<file path="config.mk">
export PLATFORM = sky130hd
export DESIGN_NAME = alu_arbiter
export DESIGN_NICKNAME = d
export VERILOG_FILES = /design/src/rtl/alu_arbiter.sv
export SDC_FILE = /design/constraint.sdc
export NUM_CORES = 1
export LEC_CHECK = 0
export ABC_AREA = 1
export CAP_MARGIN = 10
export CORE_AREA = 2 2 118 120
export DETAILED_ROUTE_END_ITERATION = 7
export DIE_AREA = 0 0 120 122
export HOLD_SLACK_MARGIN = 0.08
export PLACE_DENSITY = 0.8
export SLEW_MARGIN = 20
export SYNTH_ARGS = -nofsm -noshare
export SYNTH_HDL_FRONTEND = slang
export SYNTH_SLANG_ARGS = --single-unit
export TNS_END_PERCENT = 100
</file>
<file path="constraint.sdc">
create_clock -name clk -period 2.6 [get_ports clk]
set_input_delay 0.52 -clock clk [delete_from_list [all_inputs] [get_ports clk]]
set_output_delay 0.52 -clock clk [all_outputs]
set_load 0.02 [all_outputs]
</file>
<file path="src/rtl/alu_arbiter.sv">
// Two-requester round-robin front end for an external ALU.
// Accepts one op at a time, drives the ALU, and returns the result with a valid/ready response.
module alu_arbiter (
  input  logic        clk,
  input  logic        rst,
  input  logic        req0_valid,
  output logic        req0_ready,
  input  logic [6:0]  req0_funct7,
  input  logic [2:0]  req0_funct3,
  input  logic [31:0] req0_a,
  input  logic [31:0] req0_b,
  input  logic        req1_valid,
  output logic        req1_ready,
  input  logic [6:0]  req1_funct7,
  input  logic [2:0]  req1_funct3,
  input  logic [31:0] req1_a,
  input  logic [31:0] req1_b,
  output logic [6:0]  alu_funct7,
  output logic [2:0]  alu_funct3,
  output logic [31:0] alu_a,
  output logic [31:0] alu_b,
  input  logic [31:0] alu_result,
  input  logic [3:0]  alu_flags,
  output logic        rsp_valid,
  input  logic        rsp_ready,
  output logic        rsp_id,
  output logic [31:0] rsp_result,
  output logic [3:0]  rsp_flags
);

  localparam int unsigned DATA_W  = 32;
  localparam int unsigned FLAGS_W = 4;

  typedef enum logic [1:0] {IDLE, EXEC, RESP} state_e;

  typedef struct packed {
    logic [6:0]        funct7;
    logic [2:0]        funct3;
    logic [DATA_W-1:0] a;
    logic [DATA_W-1:0] b;
  } op_t;

  state_e             state_q, state_d;
  op_t                op_q, op_d;
  logic               last_q, last_d;
  logic               gnt_q, gnt_d;
  logic               rsp_valid_q, rsp_valid_d;
  logic               rsp_id_q, rsp_id_d;
  logic [DATA_W-1:0]  rsp_result_q, rsp_result_d;
  logic [FLAGS_W-1:0] rsp_flags_q, rsp_flags_d;

  logic can_accept;
  logic accept;
  logic pick;
  op_t  pick_op;

  // Round-robin pick: a tie goes to the requester not granted last.
  always_comb begin
    can_accept = !rst && ((state_q == IDLE) || ((state_q == RESP) && rsp_ready));
    accept     = can_accept && (req0_valid || req1_valid);
    if (req0_valid && req1_valid) pick = ~last_q;
    else                          pick = req1_valid;
    pick_op = pick ? op_t'{req1_funct7, req1_funct3, req1_a, req1_b}
                   : op_t'{req0_funct7, req0_funct3, req0_a, req0_b};
    req0_ready = accept && !pick;
    req1_ready = accept && pick;
  end

  always_comb begin
    state_d      = state_q;
    op_d         = op_q;
    last_d       = last_q;
    gnt_d        = gnt_q;
    rsp_valid_d  = rsp_valid_q;
    rsp_id_d     = rsp_id_q;
    rsp_result_d = rsp_result_q;
    rsp_flags_d  = rsp_flags_q;
    case (state_q)
      IDLE: begin
        if (accept) begin
          op_d    = pick_op;
          last_d  = pick;
          gnt_d   = pick;
          state_d = EXEC;
        end
      end
      EXEC: begin
        rsp_result_d = alu_result;
        rsp_flags_d  = alu_flags;
        rsp_id_d     = gnt_q;
        rsp_valid_d  = 1'b1;
        state_d      = RESP;
      end
      RESP: begin
        if (rsp_ready) begin
          rsp_valid_d = 1'b0;
          if (accept) begin
            op_d    = pick_op;
            last_d  = pick;
            gnt_d   = pick;
            state_d = EXEC;
          end else begin
            state_d = IDLE;
          end
        end
      end
      default: state_d = IDLE;
    endcase
  end

  // Reset value of last_q = 1 hands the first tie to requester 0.
  always_ff @(posedge clk) begin
    if (rst) begin
      state_q      <= IDLE;
      op_q         <= '0;
      last_q       <= 1'b1;
      gnt_q        <= 1'b0;
      rsp_valid_q  <= 1'b0;
      rsp_id_q     <= 1'b0;
      rsp_result_q <= '0;
      rsp_flags_q  <= '0;
    end else begin
      state_q      <= state_d;
      op_q         <= op_d;
      last_q       <= last_d;
      gnt_q        <= gnt_d;
      rsp_valid_q  <= rsp_valid_d;
      rsp_id_q     <= rsp_id_d;
      rsp_result_q <= rsp_result_d;
      rsp_flags_q  <= rsp_flags_d;
    end
  end

  assign alu_funct7 = op_q.funct7;
  assign alu_funct3 = op_q.funct3;
  assign alu_a      = op_q.a;
  assign alu_b      = op_q.b;
  assign rsp_valid  = rsp_valid_q;
  assign rsp_id     = rsp_id_q;
  assign rsp_result = rsp_result_q;
  assign rsp_flags  = rsp_flags_q;

endmodule

</file>
==> summary.md, run 1 <==
| Metric | Value |
|---|---|
| Status | completed |
| Die width | 120 microns |
| Setup Skew | 5.79 ps |
| Net switching power | 1.49 mW |
| Crit-path max cell delay | 480 ps |
| Ant diodes | 0 |
| TNS Setup | 0 ps |
| Most frequent cell on the critical path | nand2_1 |
| Hold Path Class | input port to flip-flop |
| Post-route ant nets | 0 |
| GRT Overall Usage | 0.231 |
| FILL cells | 1208 |
| Critical path origin | rsp_ready |
| CP required | 2080 ps |
| CP Capture Type | primary output |
| Die ar. | 14600 sq um |
| Port Buffers | 302 |
| R2r startpoint | state_q[0]$_SDFFE_PP0P_ |
| CTS Buf Count | 17 |
| Tmin final | 2190 ps |
| Routed len/inst | 14.2 microns |
| Post-CTS Setup Inserts | 0 |
| Register area share after synthesis | 0.457 |
| Yosys warning total | 0 |
| Rows | 43 |
| Layout area overhead | 70.8% |
| Cell leakage power | 3.63 nW |
| First-pass GRT wire length | 26.9 mm |
| Routed wire length | 17.3 mm |
| Slowest CP cell | clkdlybuf4s50_1 |
| Switching portion of total power | 0.271 |
| Clk slew on worst S/H paths | 50 ps |
| Final core utilization | 0.642 |
| Share of post-route cells with drive strength above 1 | 0.0461 |
| Final Hold Violating Endpoints | 0 |
| Post-route DRC | 0 |
| Root Buffer | clkbuf_16 |
| Nets | 1217 |
| Worst skew pair latency | 410 ps |
| Initial Util | 0.376 |
| Maximum vdd ir drop | 0.449 mV |
| Initial antenna violation count | 0 |
| Pint | 4.00 mW |
| CP cell instances | clkdlybuf4s50_1 > inv_1 > nand2_1 > nand2_1 > nor2_4 > nand2_1 > inv_1 > dlymetal6s2s_1 |
| Final period utilization | 0.841 |
| # IOs | 303 |
| Setup CP Type | input port to primary output |
| Power per cell area | 633 nW/um^2 |
| Largest net degree at the start of global routing | 78 |
| R2R depth | 6 |
| TritonCTS clock tree | built |
| H-tree Lvls | 4 |
| Yosys reg bits | 116 |
| Avg Inst Size Synth | 6.70 sq um |
| Met2 usage | 0.383 |
| GR Overflow Total | 0 |
| Iteration-0 DRC Markers | 397 |
| Max Slew Vio Count | 0 |
| Die Ht | 122 microns |
| DR pass1 iterations | 7 |
| Worst EP arrival | 1670 ps |
| RSZ-0062 raised after global routing | false |
| HP Start | rst |
| Clock Path Buffers | 2 |
| Vias in the first global route | 5365 |
| Setup violators final | 0 |
| Combinational share of power | 0.224 |
| MaxCap Viol Count | 0 |
| Seq pwr share | 0.361 |
| Clock network fraction of design power | 0.415 |
| Via-to-Cell Ratio | 4.77 |
| Post-synth net total | 947 |
| Netlist Area Pre-Place | 5080 sq um |
| Routability cong. | 0.853 |
| Worst rel slew slack | 0.441 |
| Post-synth cell types | 17 |
| Worst Hold Depth | 4 |
| Hpwl dp | 11.5 mm |
| Critical path peak fanout | 2 |
| Mapped Cells | 758 |
| Routing usage on met3 | 0.0782 |
| Fmax | 458 MHz |
| Core outline area | 13500 sq um |
| Met1 usage in global routing | 0.273 |
| Busiest grt layer | met2 |
| Clock sinks | 116 |
| Worst Tran Pin Value | 839 ps |
| Via count | 5823 |
| Startpoint types | input port |
-- logic make-up (layout without fill, tap and decap cells) --
group	count (synthesis)	in the layout	synth area share
flops	116	116	0.457
compound gates	115	115	0.114
buf+inv	68	351	0.0688
simple gates	459	459	0.360
-- metal layers --
layer,vias to the layer above,part of all wire,wire length [microns]
li1,2961,-,-
met1,2600,0.42,7260
met2,224,0.47,8210
met3,38,0.080,1380
met4,0,0.028,482
met5,-,0,0
-- cell usage in the layout (no fill, tap or decap) --
| cell type | synthesis | final |
|---|---|---|
| nand2_2 | 0 | 2 |
| nand3_2 | 0 | 1 |
| clkbuf_1 | 18 | 3 |
| dfxtp_1 | 116 | 116 |
| buf_4 | 4 | 10 |
| dlymetal6s2s_1 | 0 | 2 |
| o21ai_1 | 4 | 4 |
| buf_2 | 32 | 2 |
| nor2_4 | 1 | 2 |
| a31oi_1 | 1 | 1 |
| clkinvlp_4 | 0 | 3 |
| nor2_1 | 77 | 76 |
| o21ai_0 | 35 | 35 |
| bufinv_16 | 0 | 2 |
| clkbuf_8 | 0 | 3 |
| inv_1 | 7 | 6 |
| clkbuf_16 | 0 | 17 |
| nor2_2 | 1 | 1 |
| inv_2 | 0 | 1 |
| nand3_1 | 77 | 76 |
| clkdlybuf4s50_1 | 0 | 298 |
| a21oi_1 | 75 | 75 |
| nand2_1 | 303 | 301 |
| clkinv_2 | 0 | 4 |
-- synthesized netlist by cell type, drive strengths merged --
master	number	area share
buf	42	0.049
dfxtp	116	0.46
a31oi	1	0.0012
inv	7	0.0052
a21oi	75	0.074
nand3	77	0.076
nand2	303	0.22
nor2	79	0.060
clkbuf	19	0.014
o21ai	39	0.038
-- worst max-delay path: cells and delay by family --
kind / cells / cell delay, ps
buf+inv: 4 / 800
simple gates: 4 / 340
-- through the flow --
step                      power (mW)  worst slack [ps]  cells  cell area, sq um  hold WS (ps)
after floorplan                 2.61               709    758              5080           442
after global placement          3.24              27.0   1189              8090           451
after detailed placement        3.25              52.4   1189              8090           454
after CTS                       5.54              22.0   1221              8670           410
after global routing            5.74               297   1221              8670           460
final                           5.49               414   1221              8670           430
-- area by class of cell --
type,instances,area (sq um),area share
Sequential cell,116,2320,0.268
Tap cell,180,225,0.0260
Clock buffer,23,478,0.0551
Timing Repair Buffer,312,3090,0.357
Clock inverter,9,103,0.0118
Multi-Input combinational cell,574,2420,0.280
Inverter,7,26.3,0.00303
-- state kept, by name, indices dropped and copies added (netlist names) --
register and cells:
alu_a 32, alu_funct3 3, rsp_result 32, alu_b 32, alu_funct7 7, state_q 2
last_q 1, rsp_id 1, gnt_q 1, rsp_valid 1, rsp_flags 4
-- path summary, 6_finish.rpt --
kind                                                 to  slack, ps
worst max-delay path                         req1_ready        410
worst min-delay path            state_q[1]$_SDFFE_PP0P_        430
worst max register to register    alu_a[1]$_SDFFE_PP0P_        900
worst min register to register   alu_b[28]$_SDFFE_PP0P_        460
-- power groups by stage --
stage          clock network (mW)  registers, mW  logic [mW]
5_1_grt                      2.41           2.00        1.33
6_report                     2.28           1.98        1.23
3_3_place_gp                    0           2.01        1.23
2_1_floorplan                   0           2.17       0.440
3_5_place_dp                    0           2.01        1.23
4_1_cts                      2.32           1.98        1.24
-- what timing repair did --
action | CTS | global route
gates resized for setup | 0 | 2
hold buffers | 0 | 0
setup endpoints to repair | 0 | 2
No activity file was read; power rests on OpenSTA's default activity.
==> inputs of run 2 (changes only) <==
--- a/config.mk
+++ b/config.mk
@@ -7,11 +7,11 @@
 export LEC_CHECK = 0
 export ABC_AREA = 1
 export CAP_MARGIN = 10
-export CORE_AREA = 2 2 118 120
+export CORE_AREA = 2 2 119 121
 export DETAILED_ROUTE_END_ITERATION = 7
-export DIE_AREA = 0 0 120 122
+export DIE_AREA = 0 0 121 123
 export HOLD_SLACK_MARGIN = 0.08
-export PLACE_DENSITY = 0.8
+export PLACE_DENSITY = 0.79
 export SLEW_MARGIN = 20
 export SYNTH_ARGS = -nofsm -noshare
 export SYNTH_HDL_FRONTEND = slang
==> constraint.sdc (replaced) <==
create_clock -name clk -period 2.09 [get_ports clk]
set_input_delay 0.418 -clock clk [delete_from_list [all_inputs] [get_ports clk]]
set_output_delay 0.418 -clock clk [all_outputs]
set_load 0.02 [all_outputs]
==> run 2 against run 1 <==
Compared with the run above: global-route usage grew 0.074 points; non-clock buffer count up 6; setup slack got worse by 340 ps; flip-flop and latch count unchanged; sequential share of layout area down 0.40 points; die area increased by 1.7%; core utilization increased by 0.45 points; via count is 0.21% higher; combinational power rose by 26%; critical endpoint is now req0_ready; highest routed layer unchanged.
==> summary.md, run 2 (synthesized netlist as in run 1, its figures left out) <==
| Metric | Value |
|---|---|
| Worst EP arrival | 1600 ps (-70 ps) |
| Maximum vdd ir drop | 0.486 mV (+8.3%) |
| First-pass GRT wire length | 27.4 mm (+1.8%) |
| Area of all placed cells without fillers | 8800 sq um (+1.5%) |
| Switching portion of total power | 0.256 (-0.0149) |
| RSZ-0062 raised after global routing | false |
| GR Overflow Total | 0 (unchanged) |
| CP cell instances | clkdlybuf4s50_1 > nor2_2 > inv_1 > nand3_2 > nor2_1 > dlygate4sd2_1 |
| Clk slew on worst S/H paths | 50 ps (about the same) |
| Routed len/inst | 14.5 microns (+2.0%) |
| H-tree Lvls | 4 (unchanged) |
| Worst Hold Depth | 4 (unchanged) |
| Largest net degree at the start of global routing | 78 (unchanged) |
| Status | completed |
| Core outline area | 13600 sq um (+0.80%) |
| Seq pwr share | 0.341 (-0.020) |
| Post-route ant nets | 0 (unchanged) |
| Clock Path Buffers | 2 (unchanged) |
| Final Hold Violating Endpoints | 0 (unchanged) |
| DR pass1 iterations | 7 (unchanged) |
| Post-CTS Setup Inserts | 0 (unchanged) |
| R2R depth | 5 (-1) |
| Cell leakage power | 3.68 nW (+1.6%) |
| Hold Path Class | input port to flip-flop |
| Tmin final | 2010 ps |
| CP required | 1670 ps (-410 ps) |
| Via count | 5835 (+0.21%) |
| TritonCTS clock tree | built |
| R2r startpoint | state_q[1]$_SDFFE_PP0P_ |
| Setup Skew | 4.35 ps (-1.44 ps) |
| Final period utilization | 0.964 |
| MaxCap Viol Count | 0 (unchanged) |
| Layout area overhead | 73.3% |
| Initial antenna violation count | 0 (unchanged) |
| Initial Util | 0.373 (-0.00297) |
| Setup CP Type | input port to primary output |
| R2R setup slack | 410 ps (-490 ps) |
| Slowest CP cell | clkdlybuf4s50_1 |
| Routed wire length | 17.8 mm (+2.6%) |
| Hpwl dp | 12.1 mm (+4.8%) |
| Critical path peak fanout | 2 (unchanged) |
| Rows | 43 (unchanged) |
| Iteration-0 DRC Markers | 272 (-31%) |
| R2R Path End | alu_b[9]$_SDFFE_PP0P_ |
| Most frequent cells in the layout | nand2_1 (301), clkdlybuf4s50_1 (298), dfxtp_1 (116), nand3_1 (76) |
| Setup violators final | 0 (unchanged) |
| Tot Pwr | 7.24 mW (+32%) |
| GRT Overall Usage | 0.232 (+0.000741) |
| Via-to-Cell Ratio | 4.75 (-0.37%) |
| Post-route DRC | 0 (unchanged) |
| Routability cong. | 0.816 (-4.3%) |
| Die Ht | 123 microns (+0.82%) |
| CTS Buf Count | 17 (unchanged) |
| Worst skew pair latency | 410 ps (about the same) |
| Die width | 121 microns (+0.83%) |
| Share of post-route cells with drive strength above 1 | 0.0554 (+0.00929) |
| Worst Tran Pin Value | 899 ps (+59.9 ps) |
| Fmax | 497 MHz |
| Root Buffer | clkbuf_16 |
| Net switching power | 1.85 mW (+25%) |
| Worst rel slew slack | 0.401 (-0.0400) |
| Max Slew Vio Count | 0 (unchanged) |
| Die ar. | 14900 sq um (+1.7%) |
| Combinational share of power | 0.214 (-0.010) |
| Min-Delay Endpoint | state_q[1]$_SDFFE_PP0P_ |
| Crit-path max cell delay | 520 ps (+40 ps) |
| # IOs | 303 (unchanged) |
| Nets | 1223 (+0.49%) |
| Power per cell area | 822 nW/um^2 (+30%) |
| Area after DPL | 8140 sq um (+0.71%) |
| Vias in the first global route | 5585 (+4.1%) |
| Pint | 5.38 mW (+34%) |
| Hold_buf cts | 0 (unchanged) |
| Port Buffers | 302 (unchanged) |
| Startpoint types | input port |
| HP Start | rst |
| Hold WS | 317 ps (-113 ps) |
| Most common cell after layout, fill and taps aside | nand2_1 |
| Clock network fraction of design power | 0.445 (+0.030) |
| CP Capture Type | primary output |
| Clock sinks | 116 (unchanged) |
| FILL cells | 1187 (-1.7%) |
==> run 2: changes by cell type in the layout (fill, tap and decap cells not counted), sizes merged <==
cell and change:
buf +6, bufinv +3, clkinvlp -3, dlymetal6s2s -2
clkinv +1, diode +1, dlygate4sd2 +1
==> run 2: power by group through the flow <==
stage                     Clock [mW]  Combinational [mW]  Sequential, mW
final                           3.22                1.55            2.46
after global routing            3.38                1.68            2.48
after CTS                       3.27                1.56            2.46
after detailed placement           0                1.56            2.51
after global placement             0                1.54            2.50
after floorplan                    0               0.548            2.70
==> run 2: worst max-delay path by stage <==
stage | start | endpoint | slack, ps | cells past startpoint
6_report | req0_valid | req0_ready | 80 | 6
2_1_floorplan | req0_valid | req0_ready | 400 | 6
3_5_place_dp | rsp_ready | req1_ready | -270 | 8
3_3_place_gp | rsp_ready | req1_ready | -250 | 8
4_1_cts | req0_valid | req0_ready | 10 | 6
5_1_grt | req0_valid | req0_ready | 20 | 6
==> run 2: through the flow <==
stage	util	TNS, ps	worst slack [ps]	cells
after floorplan	-	0	403	758
after global placement	0.598	-12970	-253	1195
after detailed placement	0.598	-16910	-267	1195
after CTS	0.647	0	13.5	1227
after global routing	0.646	0	15.9	1227
final	0.647	0	76.1	1228
==> run 2: area by class of cell <==
| type | instances | area [sq um] | share of cell area |
|---|---|---|---|
| timing repair buffer | 318 | 3140 | 0.357 |
| multi-input combinational | 574 | 2430 | 0.276 |
| sequential | 116 | 2320 | 0.264 |
| clock buffer | 22 | 484 | 0.0550 |
| tap | 180 | 225 | 0.0256 |
| clock inverter | 10 | 175 | 0.0199 |
| inverter | 7 | 26.3 | 0.00299 |
| antenna | 1 | 2.50 | 0.000284 |
==> run 2: repair_timing <==
action | 4_1_cts | 5_1_grt
gates resized for setup | 3 | 2
endpoints found under the setup margin | 2 | 8
gates cloned | 0 | 0
==> run 2: per-layer routing <==
layer | global-route usage | vias to the layer above | part of all wire
li1 | - | 2968 | -
met1 | 0.267 | 2616 | 0.41
met2 | 0.385 | 210 | 0.48
met3 | 0.0835 | 41 | 0.081
met4 | 0.111 | 0 | 0.031
met5 | 0 | - | 0
==> run 2: critical path, delay by kind of cell <==
family                 cells  cell delay (ps)
buffers and inverters      3              940
AND/OR/NAND/NOR            3              230
==> inputs of run 3 (changes only) <==
--- a/config.mk
+++ b/config.mk
@@ -10,9 +10,9 @@
 export CORE_AREA = 2 2 119 121
 export DETAILED_ROUTE_END_ITERATION = 7
 export DIE_AREA = 0 0 121 123
+export GPL_TIMING_DRIVEN = 0
 export HOLD_SLACK_MARGIN = 0.08
 export PLACE_DENSITY = 0.79
-export SLEW_MARGIN = 20
 export SYNTH_ARGS = -nofsm -noshare
 export SYNTH_HDL_FRONTEND = slang
 export SYNTH_SLANG_ARGS = --single-unit
==> run 3 against run 2 <==
Compared with the run above: clock power is 4% lower; worst hold slack better by 89 ps; cell area is 2.5% higher; highest routed layer unchanged; clock-buffer cell count is 5 lower.
==> summary.md, run 3 (synthesized netlist as in run 1, its figures left out) <==
| Metric | Value |
|---|---|
| Routed wire length | 19.0 mm (+6.8%) |
| Startpoint types | input port |
| Most common cell after layout, fill and taps aside | nand2_1 |
| Ant diodes | 0 (-1) |
| CTS Buf Count | 17 (unchanged) |
| Core outline area | 13600 sq um (unchanged) |
| GR Overflow Total | 0 (unchanged) |
| Largest net degree at the start of global routing | 17 (-78%) |
| GRT Overall Usage | 0.252 (+0.0199) |
| Share of post-route cells with drive strength above 1 | 0.0813 (+0.0259) |
| Cell Count, Final, Fillers Out | 1275 (+3.8%) |
| Routability cong. | 0.838 (+2.8%) |
| Placed cells | 1239 (+3.7%) |
| Worst Tran Pin Value | 578 ps (-321 ps) |
| Clock sinks | 116 (unchanged) |
| Maximum vdd ir drop | 0.537 mV (+11%) |
| Clock Path Buffers | 2 (unchanged) |
| Clk slew on worst S/H paths | 50 ps (about the same) |
| Max Slew Vio Count | 0 (unchanged) |
| Fmax | 487 MHz (-2.0%) |
| Final period utilization | 0.983 (+0.0197) |
| CP required | 1670 ps (about the same) |
| Root Buffer | clkbuf_16 |
| Cell leakage power | 3.80 nW (+3.1%) |
| TritonCTS clock tree | built |
| Setup Skew | 7.52 ps (+3.17 ps) |
| FILL cells | 1212 (+2.1%) |
| CP Capture Type | primary output |
| Rows | 43 (unchanged) |
| Critical path peak fanout | 10 (+8) |
| Setup CP Type | input port to primary output |
| Worst EP arrival | 1640 ps (+40 ps) |
| Crit path capture | req0_ready |
| Status | completed |
| First-pass GRT wire length | 29.2 mm (+6.9%) |
| Die width | 121 microns (unchanged) |
| MaxCap Viol Count | 0 (unchanged) |
| Via-to-Cell Ratio | 4.76 (+0.11%) |
| Hpwl dp | 13.9 mm (+15%) |
| Post-route DRC | 0 (unchanged) |
| Hold_buf cts | 0 (unchanged) |
| Critical path origin | rsp_ready |
| Post-route ant nets | 0 (unchanged) |
| Setup violators final | 0 (unchanged) |
| Via count | 6065 (+3.9%) |
| Power per cell area | 796 nW/um^2 (-3.2%) |
| RSZ-0062 raised after global routing | true |
| Routed len/inst | 14.9 microns (+2.9%) |
| Tot Pwr | 7.18 mW (-0.73%) |
| H-tree Lvls | 4 (unchanged) |
| Initial antenna violation count | 0 (unchanged) |
| Final core utilization | 0.663 (+0.0164) |
| Hold Path Class | input port to flip-flop |
| Die ar. | 14900 sq um (unchanged) |
| R2R Path End | alu_a[12]$_SDFFE_PP0P_ |
| Tmin final | 2060 ps (+41.2 ps) |
| Nets | 1271 (+3.9%) |
| Initial Util | 0.373 (unchanged) |
| Final Hold Violating Endpoints | 0 (unchanged) |
| Die Ht | 123 microns (unchanged) |
| Layout area overhead | 77.7% |
| Most frequent cells in the layout | nand2_1 (298), clkdlybuf4s50_1 (297), dfxtp_1 (116), nor2_1 (76), nand3_1 (76) |
| Iteration-0 DRC Markers | 349 (+28%) |
| Vias in the first global route | 5805 (+3.9%) |
| # IOs | 303 (unchanged) |
| Worst skew pair latency | 420 ps (about the same) |
| Worst rel slew slack | 0.615 (+0.214) |
| R2R setup slack | 620 ps (+210 ps) |
| R2r startpoint | last_q$_SDFFE_PP1P_ |
| DR pass1 iterations | 4 (-3) |
| Port Buffers | 301 (-0.33%) |
| R2R depth | 8 (+3) |
## run 3: changes by cell type in the layout (fill, tap and decap cells not counted), sizes merged, moves of 2 or more
cell / previous run / this run
buf: 18 / 48
clkbuf: 23 / 36
clkinvlp: 0 / 3
inv: 7 / 9
## run 3: worst min path at each step
stage	cells after the start	to	slack (ps)	from
final	4	state_q[1]$_SDFFE_PP0P_	410	rst
after global routing	4	state_q[1]$_SDFFE_PP0P_	430	rst
after CTS	4	state_q[1]$_SDFFE_PP0P_	390	rst
after detailed placement	2	alu_a[18]$_SDFFE_PP0P_	450	alu_a[18]$_SDFFE_PP0P_
after global placement	2	alu_a[28]$_SDFFE_PP0P_	450	alu_a[28]$_SDFFE_PP0P_
after floorplan	2	last_q$_SDFFE_PP1P_	440	last_q$_SDFFE_PP1P_
## run 3: area by class of cell
class,instances,area [sq um],share of cell area
timing repair buffer,305,3040,0.337
multi-input combinational,574,2430,0.269
sequential,116,2320,0.257
clock buffer,17,425,0.0471
buffer,61,349,0.0387
tap,180,225,0.0250
clock inverter,15,205,0.0227
inverter,7,26.3,0.00291
## run 3: stage by stage
step           worst slack (ps)  hold WS (ps)  cell area [sq um]  TNS (ps)
2_1_floorplan               403           442               5080         0
3_3_place_gp               -771           450               8320     -1520
3_5_place_dp               -816           454               8320     -1600
4_1_cts                    29.8           392               9020         0
5_1_grt                   -24.0           427               9020     -24.0
6_report                   34.9           406               9020         0
## run 3: critical path: stages
cell and delay, ps:
clkdlybuf4s50_1 490, inv_1 60, nand2_2 80, nand3_2 150
buf_6 190, nor2_1 90, buf_4 150
## run 3: what timing repair did
item,in CTS,in global routing
setup buffers,4,0
gates resized for setup,27,2
setup endpoints to repair,2,2
pin swaps,1,1
## run 3: metal layers
layer  track usage  vias to the layer above  wire (microns)
met2         0.430                      232            9190
met1         0.285                     2713            7570
met5             0                        -               0
li1              -                     3080               -
met3        0.0895                       40            1690
met4         0.109                        0             541
## run 3: power breakdown
| part | total [mW] | internal [mW] | switching, mW | leakage (nW) |
|---|---|---|---|---|
| sequential | 2.47 | 2.38 | 0.0841 | 0.951 |
| clock | 3.08 | 2.00 | 1.08 | 0.300 |
| combinational | 1.64 | 0.819 | 0.816 | 2.55 |
| total | 7.18 | 5.20 | 1.98 | 3.80 |
